File: config.mk
export PLATFORM = sky130hd
export DESIGN_NAME = sad_best_k_tracker
export DESIGN_NICKNAME = d
export VERILOG_FILES = /design/src/rtl/sad_best_k_tracker.sv
export SDC_FILE = /design/constraint.sdc
export NUM_CORES = 1
export LEC_CHECK = 0
export ABC_CLOCK_PERIOD_IN_PS = 7130
export CAP_MARGIN = 20
export CORE_AREA = 2 2 154 156
export CTS_BUF_LIST = sky130_fd_sc_hd__clkbuf_16
export DETAILED_ROUTE_END_ITERATION = 7
export DIE_AREA = 0 0 156 158
export PLACE_DENSITY = 0.8
export SLEW_MARGIN = 0
export SYNTH_ARGS = -nofsm -noshare
export SYNTH_HDL_FRONTEND = slang
export SYNTH_SLANG_ARGS = --single-unit
export TNS_END_PERCENT = 1
File: constraint.sdc
create_clock -name Clk -period 7.13 [get_ports Clk]
set_input_delay 0.713 -clock Clk [delete_from_list [all_inputs] [get_ports Clk]]
set_output_delay 0.713 -clock Clk [all_outputs]
set_load 0.005 [all_outputs]
File: src/rtl/sad_best_k_tracker.sv
// sad_best_k_tracker
//   Keeps the NUM_BEST lowest-SAD candidates of a motion-estimation search
//   window as a sorted list (slot 0 = lowest SAD) together with their
//   coordinates. One candidate per cycle, no backpressure.
//
// Ports
//   Clk, Rst        clock, asynchronous active-high reset
//   Start           one-cycle pulse: clear list and counter, enter SEARCH
//   InValid/InLast  candidate qualifier / final candidate of the search
//   InX, InY, InSad candidate coordinates and SAD (unsigned)
//   BestSad/X/Y     packed per slot, slot i at [i*W +: W]
//   BestValid       bit i set when slot i holds a real candidate
//   Count           candidates accepted this search (saturating)
//   Busy, Done      state is SEARCH / DONE
module sad_best_k_tracker #(
  parameter int SAD_W    = 32,
  parameter int COORD_W  = 32,
  parameter int NUM_BEST = 2,
  parameter int CNT_W    = 16
) (
  input  logic                        Clk,
  input  logic                        Rst,
  input  logic                        Start,
  input  logic                        InValid,
  input  logic                        InLast,
  input  logic [COORD_W-1:0]          InX,
  input  logic [COORD_W-1:0]          InY,
  input  logic [SAD_W-1:0]            InSad,
  output logic [NUM_BEST*SAD_W-1:0]   BestSad,
  output logic [NUM_BEST*COORD_W-1:0] BestX,
  output logic [NUM_BEST*COORD_W-1:0] BestY,
  output logic [NUM_BEST-1:0]         BestValid,
  output logic [CNT_W-1:0]            Count,
  output logic                        Busy,
  output logic                        Done
);

  typedef enum logic [1:0] {
    ST_IDLE   = 2'd0,
    ST_SEARCH = 2'd1,
    ST_DONE   = 2'd2
  } state_t;

  state_t               r_state;
  logic [SAD_W-1:0]     r_sad [NUM_BEST];
  logic [COORD_W-1:0]   r_x   [NUM_BEST];
  logic [COORD_W-1:0]   r_y   [NUM_BEST];
  logic [NUM_BEST-1:0]  r_vld;
  logic [CNT_W-1:0]     r_cnt;
  logic                 r_busy;
  logic                 r_done;

  logic [NUM_BEST-1:0]  w_lt;
  logic [SAD_W-1:0]     w_sad_nxt [NUM_BEST];
  logic [COORD_W-1:0]   w_x_nxt   [NUM_BEST];
  logic [COORD_W-1:0]   w_y_nxt   [NUM_BEST];
  logic [NUM_BEST-1:0]  w_vld_nxt;
  logic                 w_accept;

  // Saturating increment of the candidate counter.
  function automatic logic [CNT_W-1:0] f_sat_inc(input logic [CNT_W-1:0] v);
    if (v == {CNT_W{1'b1}}) return v;
    return v + 1'b1;
  endfunction

  // Start has priority over a coincident candidate: the candidate is dropped.
  assign w_accept = (r_state == ST_SEARCH) && InValid && !Start;

  // Insertion network. Strict less-than makes ties rank the earlier arrival
  // higher, and an all-ones SAD can never beat an empty (all-ones) slot.
  // Because the list is sorted, w_lt is a thermometer code: slot i takes the
  // new candidate where the code starts, and the slot below it otherwise.
  always_comb begin
    for (int i = 0; i < NUM_BEST; i++) begin
      w_lt[i]      = (InSad < r_sad[i]);
      w_sad_nxt[i] = r_sad[i];
      w_x_nxt[i]   = r_x[i];
      w_y_nxt[i]   = r_y[i];
    end
    w_vld_nxt = r_vld;

    if (w_lt[0]) begin
      w_sad_nxt[0] = InSad;
      w_x_nxt[0]   = InX;
      w_y_nxt[0]   = InY;
      w_vld_nxt[0] = 1'b1;
    end
    for (int i = 1; i < NUM_BEST; i++) begin
      if (w_lt[i]) begin
        if (w_lt[i-1]) begin
          w_sad_nxt[i] = r_sad[i-1];
          w_x_nxt[i]   = r_x[i-1];
          w_y_nxt[i]   = r_y[i-1];
          w_vld_nxt[i] = r_vld[i-1];
        end else begin
          w_sad_nxt[i] = InSad;
          w_x_nxt[i]   = InX;
          w_y_nxt[i]   = InY;
          w_vld_nxt[i] = 1'b1;
        end
      end
    end
  end

  // Control FSM and list registers; the InLast candidate is written on the
  // same edge that enters DONE.
  always_ff @(posedge Clk or posedge Rst) begin
    if (Rst) begin
      r_state <= ST_IDLE;
      r_busy  <= 1'b0;
      r_done  <= 1'b0;
      r_cnt   <= '0;
      r_vld   <= '0;
      for (int i = 0; i < NUM_BEST; i++) begin
        r_sad[i] <= {SAD_W{1'b1}};
        r_x[i]   <= '0;
        r_y[i]   <= '0;
      end
    end else if (Start) begin
      r_state <= ST_SEARCH;
      r_busy  <= 1'b1;
      r_done  <= 1'b0;
      r_cnt   <= '0;
      r_vld   <= '0;
      for (int i = 0; i < NUM_BEST; i++) begin
        r_sad[i] <= {SAD_W{1'b1}};
        r_x[i]   <= '0;
        r_y[i]   <= '0;
      end
    end else if (w_accept) begin
      r_cnt <= f_sat_inc(r_cnt);
      r_vld <= w_vld_nxt;
      for (int i = 0; i < NUM_BEST; i++) begin
        r_sad[i] <= w_sad_nxt[i];
        r_x[i]   <= w_x_nxt[i];
        r_y[i]   <= w_y_nxt[i];
      end
      if (InLast) begin
        r_state <= ST_DONE;
        r_busy  <= 1'b0;
        r_done  <= 1'b1;
      end
    end
  end

  genvar g;
  generate
    for (g = 0; g < NUM_BEST; g++) begin : g_pack
      assign BestSad[g*SAD_W +: SAD_W]     = r_sad[g];
      assign BestX[g*COORD_W +: COORD_W]   = r_x[g];
      assign BestY[g*COORD_W +: COORD_W]   = r_y[g];
    end
  endgenerate

  assign BestValid = r_vld;
  assign Count     = r_cnt;
  assign Busy      = r_busy;
  assign Done      = r_done;

endmodule

==> summary.md, run 1 <==
### Logic synthesis
• 33.9% — area share of the largest cell type after synthesis
• 10900 um^2 — post-synth design cell area
• 17.5% — post-synthesis share of cell area spent on and, or, nand and nor gates
• 0.882% — xor-xnor portion of the synthesized cell area
• sky130_fd_sc_hd__dfrtp_1 — area leader, netlist
• sky130_fd_sc_hd__nand2_1 — most instantiated library cell after synthesis
• 1168 — Post-Synthesis Cells
• sky130_fd_sc_hd__dfrtp_1 — ys flop type
• 7.22% — area share of fa/ha/maj cells after synthesis
• 212 — synthesized flop and latch total
• 1332 — net count after synthesis
• simple AND/OR/NAND/NOR gates — combinational family with the most area after synthesis
• 100% — post-synthesis async set-or-reset flop share
• sky130_fd_sc_hd__nand2_1 (214), sky130_fd_sc_hd__nor2_1 (183), sky130_fd_sc_hd__dfrtp_1 (148) — leading cell types by count after synthesis
• sky130_fd_sc_hd__dfrtp_1 (34%), sky130_fd_sc_hd__dfstp_2 (15%), sky130_fd_sc_hd__nand2_1 (7.4%) — Area contributors post-synth
• 43 — count of unique library cells instantiated by Yosys
• 5.96% — multiplexer area fraction after synthesis
• 0 — number of warnings printed during yosys synthesis
• 49.3% — Seq/Total Area, Yosys
• 0 — count of flip-flops with a built-in enable after synthesis
• 9.35 um^2 — Avg Inst Size Synth
• 13.5% — fraction of the mapped netlist area in compound gates

### Clock tree
• 0 — number of buffers added for setup after CTS
• 0 — number of cells upsized or downsized after cts
• 3 — buffer levels on the longest clock path
• 212 — clock sink count
• 0.51 ns — Worst-Skew Late Latency
• sky130_fd_sc_hd__clkbuf_16 — Root Buffer
• 24 — TritonCTS buffer count
• 0.06 ns — clock slew at the register clock pins of the worst setup and hold paths
• 0 — number of hold buffers added after cts
• done — TritonCTS clock tree
• 1 — number of levels in the clock H-tree

### Final layout
• 4950 um^2 — footprint of the multi-input gates
• 5390 um^2 — register area
• 0 — final antenna diode count
• 1599 — number of nets in the final layout
• 7.58% — share of post-route cells with drive strength above 1
• 1841 — filler cell count
• 14900 um^2 — Design Area, Final
• 36.4% — Layout area overhead

### Setup path
• register — Critical Path End Type
• 7.51 ns — data required time of the critical path
• input pin — Worst Setup Start Kind
• 4.52 ns — data arrival at the endpoint of the critical path
• 0.61 ns — largest stage delay on the critical path
• sky130_fd_sc_hd__buf_4 — cell with the biggest individual delay on the critical path
• 54 — largest fanout of any net on the critical path
• clkdlybuf4s50_1 -> ha_1 -> nand4_1 -> or4_1 -> o2111ai_1 -> or2_4 -> buf_4 -> nand2_1 -> a311oi_1 — list of cells traversed by the critical path
• input pin to register — startpoint-to-endpoint class of the critical path

### Power and ir drop
• 1.06 mW — switching power total
• 2.48 mW — Cell Int Power
• 32.3% — share of power burned in the clock network
• 30.0% — share of total power consumed by net switching
• 26.8% — Gate power share
• 238 nW/um^2 — Cell Pwr Density
• 41.0% — sequential share of power
• 6.85 nW — Pleak
• 0.166 mV — maximum resistive drop on vdd

### Routing
• 31.8 mm — Final Routed Wirelength
• 0 — antenna violation net count after detailed routing
• 605 — count of routing violations after the opening detailed-route iteration
• 0 — drt drc
• 18.3 um — wire per inst
• 9710 — vias
• 5.57 — Avg Vias per Cell
• 5 — DRT Pass-1 Iters

### GRT
• 25.4% — combined global-route utilization of all metal layers
• 0 — initial antenna violation count
• 146 — maximum number of pins on one net before global-route repair
• 0 — total congestion overflow after global routing
• 50.2 mm — global-route wire length before repair
• 9362 — number of global-route vias before repair

### Floorplanning
• 313 — number of ports placed on the die boundary
• 156 um — horizontal die dimension
• 24600 um^2 — Die ar.
• 47.4% — starting density of the core
• 158 um — floorplan die height
• 23100 um^2 — floorplan core area
• 56 — FP Rows

### STA
• 58.0% — Final period util
• 2.99 ns — setup slack after layout
• 0 — hold violation count in the final report
• 242 MHz — highest clock frequency the design can meet
• 0 — number of setup violations in the final report
• 4.14 ns — minimum period implied by the final worst setup slack
• 1.10 ns — slew of the pin with the lowest slew margin
• false — unrepaired setup endpoints after global routing
• 0 — max-slew violation count
• 26.6% — Slew headroom
• 0.0118 ns — setup clock skew after layout
• 0 ns — setup tns final

### Outcome
• finished clean — result of the run

### Placement
• 312 — Port Buf Inserts
• 0.794 — GP Congestion
• 2.53 ns — Place WS
• 21.3 mm — DPL Wire Length
• 14200 um^2 — Cell Area, Placed

### Job
• 0 — # Max-Cap Violations

### Hold path
• register to register — type of the most critical hold path

## path summary, 6_finish.rpt
kind,startpoint,end,slack [ns],depth (start not counted)
setup / recovery,InSad[27],BestX[48],2.99,9
hold / removal,BestSad[20],BestSad[52],0.50,2
setup reg to reg,BestSad[27],BestX[48],3.12,9
hold reg to reg,BestSad[20],BestSad[52],0.50,2
max in group asynchronous,Rst,Count[9],4.78,3
min in group asynchronous,Rst,BestY[8],0.84,2
## registers in the layout, indices dropped and copies added (netlist names)
signal,count
BestSad,64
BestValid,2
BestX,64
BestY,64
Count,16
Done,1
r_state,1
## cell families (layout without fill, tap and decap cells)
family	count (synthesis)	count (layout)
muxes	65	65
DFF	212	212
and+or+nand+nor	470	470
adders and majority gates	63	63
xor gates and xnor gates	11	11
buffers and inverters	151	435
AOI/OAI and AO/OA	196	196
## per-stage QoR
stage / util, % / hold slack (ns) / cells / total power, mW
detailed placement: 61.5 / 0.492 / 1699 / 2.42
global placement: 61.5 / 0.484 / 1699 / 2.39
CTS: 64.6 / 0.502 / 1742 / 3.57
finish: 64.6 / 0.498 / 1742 / 3.54
floorplan: - / 0.486 / 1168 / 1.94
global route: 64.6 / 0.522 / 1742 / 3.73
## cells in the final DEF (no fill, tap or decap), types with 2 or more instances in the layout
cell type,synthesis,routed
sky130_fd_sc_hd__nand3_1,5,5
sky130_fd_sc_hd__a311oi_1,64,64
sky130_fd_sc_hd__clkbuf_16,0,25
sky130_fd_sc_hd__nand2_1,214,214
sky130_fd_sc_hd__o211ai_1,3,3
sky130_fd_sc_hd__a221oi_1,2,2
sky130_fd_sc_hd__or3_1,5,5
sky130_fd_sc_hd__and2_1,1,2
sky130_fd_sc_hd__clkinv_1,0,2
sky130_fd_sc_hd__clkdlybuf4s50_1,0,311
sky130_fd_sc_hd__or4_1,2,2
sky130_fd_sc_hd__and4_1,6,6
sky130_fd_sc_hd__and3_1,2,2
sky130_fd_sc_hd__xnor2_1,5,5
sky130_fd_sc_hd__xor2_1,6,6
sky130_fd_sc_hd__ha_1,63,63
sky130_fd_sc_hd__nor2_1,183,182
sky130_fd_sc_hd__a21oi_1,27,27
sky130_fd_sc_hd__mux2i_1,65,65
sky130_fd_sc_hd__inv_1,71,81
sky130_fd_sc_hd__nand4_1,13,13
sky130_fd_sc_hd__buf_4,1,8
sky130_fd_sc_hd__a211oi_1,2,2
sky130_fd_sc_hd__a31oi_1,33,33
sky130_fd_sc_hd__o21ai_0,13,13
sky130_fd_sc_hd__o21a_1,2,2
sky130_fd_sc_hd__a21o_1,13,13
sky130_fd_sc_hd__a211o_1,30,30
sky130_fd_sc_hd__nor3_1,35,34
sky130_fd_sc_hd__clkinv_2,0,4
sky130_fd_sc_hd__dfstp_2,64,64
sky130_fd_sc_hd__dfrtp_1,148,148
## routing by layer
metal | vias up | global-route usage (%) | wire length, um
met5 | - | 0 | 0
met4 | 0 | 7.03 | 783
met3 | 53 | 8.32 | 3270
met2 | 375 | 42.3 | 15300
met1 | 4709 | 31.8 | 12500
li1 | 4573 | - | -
## area by class of cell
| class | instances | area share [%] |
|---|---|---|
| clock inverters | 18 | 0.663 |
| flip-flops and latches | 212 | 36.1 |
| well taps | 290 | 2.44 |
| clock buffers | 25 | 4.20 |
| inverters | 71 | 1.84 |
| repair buffers | 321 | 21.5 |
| multi-input cells | 805 | 33.2 |
## critical path, delay by kind of cell
kind	cells	cell delay (ns)
and+or+nand+nor	4	1.46
adders and majority gates	1	0.37
buffers and inverters	2	1.09
AOI/OAI and AO/OA	2	0.77
## power groups by stage
stage / clock (mW) / sequential [mW] / combinational (mW)
3_3_place_gp: 0 / 1.46 / 0.929
2_1_floorplan: 0 / 1.46 / 0.480
5_1_grt: 1.22 / 1.46 / 1.05
6_report: 1.14 / 1.45 / 0.947
3_5_place_dp: 0 / 1.47 / 0.949
4_1_cts: 1.17 / 1.45 / 0.954
Power figures use the tool's default switching activity.
==> run 2, diff against run 1 <==
- ABC_CLOCK_PERIOD_IN_PS: 7130 -> 3400
- CORE_AREA: 2 2 154 156 -> 2 2 161 163
- DIE_AREA: 0 0 156 158 -> 0 0 163 165
- PLACE_DENSITY: 0.8 -> 0.77
- clock period: 7.13 -> 3.4 ns (I/O delays scaled with it)
==> run 2 against run 1 <==
  * Total power increased by 110%
  * Clock power grew 100%
  * Final area increased by 2.5%
  * Non-clock buffer count up 22
  * Highest routed layer unchanged
  * Critical endpoint is now BestX[57]
  * Sequential power rose by 110%
  * Largest power group unchanged
  * Critical path type is now register to register
  * Count of clock-buffer cells in the layout down 1
  * Worst setup slack got worse by 2.7 ns
  * Clock skew rose by 0.0061 ns
==> summary.md, run 2 (synthesis results as in run 1) <==
### Outcome
• finished clean — result of the run

### Power and ir drop
• 6.98 nW — Pleak, +2.0%
• 28.1% — Gate power share, +1.3 points
• 30.3% — share of total power consumed by net switching, +0.33 points
• 5.17 mW — Cell Int Power, +110%
• 486 nW/um^2 — Cell Pwr Density, +100%
• 2.25 mW — switching power total, +110%
• 41.0% — sequential share of power, about the same
• 0.367 mV — maximum resistive drop on vdd, +120%
• 30.9% — share of power burned in the clock network, -1.4 points

### Setup path
• BestSad[45] — Critical R2R Launch
• register — Critical Path End Type
• compound AO/OA/AOI/OAI gates — cell class contributing the biggest share of worst-path delay
• register to register — startpoint-to-endpoint class of the critical path
• 70 — largest fanout of any net on the critical path, +30%
• 0.54 ns — largest stage delay on the critical path, -0.07 ns
• sky130_fd_sc_hd__a21o_1 — cell seen most often among critical-path stages
• inv_1 -> ha_1 -> a21o_1 -> a21o_1 -> a221oi_1 -> o211ai_1 -> a41oi_4 -> buf_12 -> nor2_1 -> a311oi_1 — list of cells traversed by the critical path
• BestSad[45] — start point of the critical path
• sky130_fd_sc_hd__dfstp_2 — cell with the biggest individual delay on the critical path
• 10 — Worst R2R Path Depth, +1
• register — Worst Setup Start Kind
• 3.47 ns — data arrival at the endpoint of the critical path, -1.05 ns
• 3.79 ns — data required time of the critical path, -3.72 ns
• 2 — sum of buffers and inverters on the critical path, unchanged
• 10 — instance count on the critical path, +1

### GRT
• 0 — initial antenna violation count, unchanged
• 164 — maximum number of pins on one net before global-route repair, +12%
• 9569 — number of global-route vias before repair, +2.2%
• 0 — total congestion overflow after global routing, unchanged
• 23.3% — combined global-route utilization of all metal layers, -2.1 points
• 50.5 mm — global-route wire length before repair, +0.58%

### Job
• 0 — # Max-Cap Violations, unchanged

### Final layout
• sky130_fd_sc_hd__clkdlybuf4s50_1 (311), sky130_fd_sc_hd__nand2_1 (214), sky130_fd_sc_hd__nor2_1 (182) — top library cells by usage in the layout, fill and taps aside
• 1621 — number of nets in the final layout, +1.4%
• 4950 um^2 — footprint of the multi-input gates, unchanged
• 5390 um^2 — register area, unchanged
• 39.8% — Layout area overhead
• sky130_fd_sc_hd__clkdlybuf4s50_1 — most frequent standard cell in the layout excluding fill and tap cells
• 2063 — filler cell count, +12%
• 0 — final antenna diode count, unchanged
• 8.68% — share of post-route cells with drive strength above 1, +1.1 points

### STA
• 0 ns — setup tns final, unchanged
• 3.08 ns — minimum period implied by the final worst setup slack
• 0 — max-slew violation count, unchanged
• 0.741 ns — slew of the pin with the lowest slew margin, -0.357 ns
• 0.0179 ns — setup clock skew after layout, +0.00612 ns
• 0 — hold violation count in the final report, unchanged
• 0.173 ns — Hold Worst Slack, -0.325 ns
• 50.6% — Slew headroom, +24 points
• 0 — number of setup violations in the final report, unchanged
• 325 MHz — highest clock frequency the design can meet
• false — unrepaired setup endpoints after global routing
• 90.5% — Final period util

### Clock tree
• 212 — clock sink count, unchanged
• 0 — number of hold buffers added after cts, unchanged
• sky130_fd_sc_hd__clkbuf_16 — Root Buffer
• 3 — buffer levels on the longest clock path, unchanged
• 0 — number of cells upsized or downsized after cts, unchanged
• done — TritonCTS clock tree
• 0.06 ns — clock slew at the register clock pins of the worst setup and hold paths, about the same
• 0.52 ns — Worst-Skew Late Latency, about the same
• 0 — number of buffers added for setup after CTS, unchanged
• 24 — TritonCTS buffer count, unchanged
• 1 — number of levels in the clock H-tree, unchanged

### Routing
• 0 — antenna violation net count after detailed routing, unchanged
• 0 — drt drc, unchanged
• 9620 — vias, -0.93%
• 657 — count of routing violations after the opening detailed-route iteration, +8.6%
• 5.33 — Avg Vias per Cell, -4.3%
• 31.9 mm — Final Routed Wirelength, +0.11%
• 17.7 um — wire per inst, -3.3%
• 5 — DRT Pass-1 Iters, unchanged

### Floorplanning
• 58 — FP Rows, +3.6%
• 43.6% — starting density of the core, -3.8 points
• 165 um — floorplan die height, +4.4%
• 25000 um^2 — floorplan core area, +8.6%
• 313 — number of ports placed on the die boundary, unchanged
• 163 um — horizontal die dimension, +4.5%
• 26900 um^2 — Die ar., +9.1%

### Placement
• 312 — Port Buf Inserts, unchanged
• 21.8 mm — DPL Wire Length, +1.9%
• 0.827 — GP Congestion, +4.2%

### Hold path
• input pin to asynchronous set/reset pin — type of the most critical hold path

[run 2: cell types whose count changed in the layout (fill, tap and decap cells not counted)]
cell,change
sky130_fd_sc_hd__buf_12,+16
sky130_fd_sc_hd__buf_4,+6
sky130_fd_sc_hd__clkinv_1,+6
sky130_fd_sc_hd__clkinv_2,-3
sky130_fd_sc_hd__inv_1,-2
sky130_fd_sc_hd__bufinv_16,-1
sky130_fd_sc_hd__clkbuf_16,-1
sky130_fd_sc_hd__clkinv_8,+1
sky130_fd_sc_hd__clkinvlp_4,+1
sky130_fd_sc_hd__inv_8,-1
[run 2: stage by stage]
| step | std cells | util [%] | area [um^2] | worst slack, ns | power, mW |
|---|---|---|---|---|---|
| 5_1_grt | 1804 | 61.0 | 15300 | 0.203 | 7.84 |
| 6_report | 1804 | 61.0 | 15300 | 0.324 | 7.42 |
| 4_1_cts | 1804 | 61.0 | 15300 | 0.323 | 7.51 |
| 2_1_floorplan | 1168 | - | 10900 | 0.356 | 4.07 |
| 3_5_place_dp | 1761 | 58.3 | 14600 | 0.104 | 5.18 |
| 3_3_place_gp | 1761 | 58.3 | 14600 | 0.121 | 5.13 |
[run 2: worst paths after layout]
check / slack (ns) / to
max: 0.32 / BestX[57]
min: 0.17 / BestX[12]
max reg2reg: 0.32 / BestX[57]
min reg2reg: 0.51 / BestSad[41]
max in group asynchronous: 2.36 / BestSad[53]
min in group Clk: 0.25 / Done
[run 2: area by class of cell]
cell class,count,area share (%)
flip-flops and latches,212,35.3
multi-input cells,805,32.4
repair buffers,343,23.4
clock buffers,24,3.93
well taps,330,2.70
inverters,71,1.77
clock inverters,19,0.557
[run 2: per-layer routing]
metal	global-route usage (%)	wire length (um)	up-vias
li1	-	-	4622
met1	29.0	12900	4612
met2	39.0	15300	333
met3	7.23	2890	53
met4	7.16	717	0
met5	0	0	-
[run 2: power groups by stage]
stage	Combinational (mW)	Clock, mW	Sequential, mW
global placement	2.06	0	3.08
floorplan	1.01	0	3.07
global route	2.30	2.46	3.08
finish	2.09	2.29	3.05
CTS	2.10	2.36	3.05
detailed placement	2.09	0	3.08
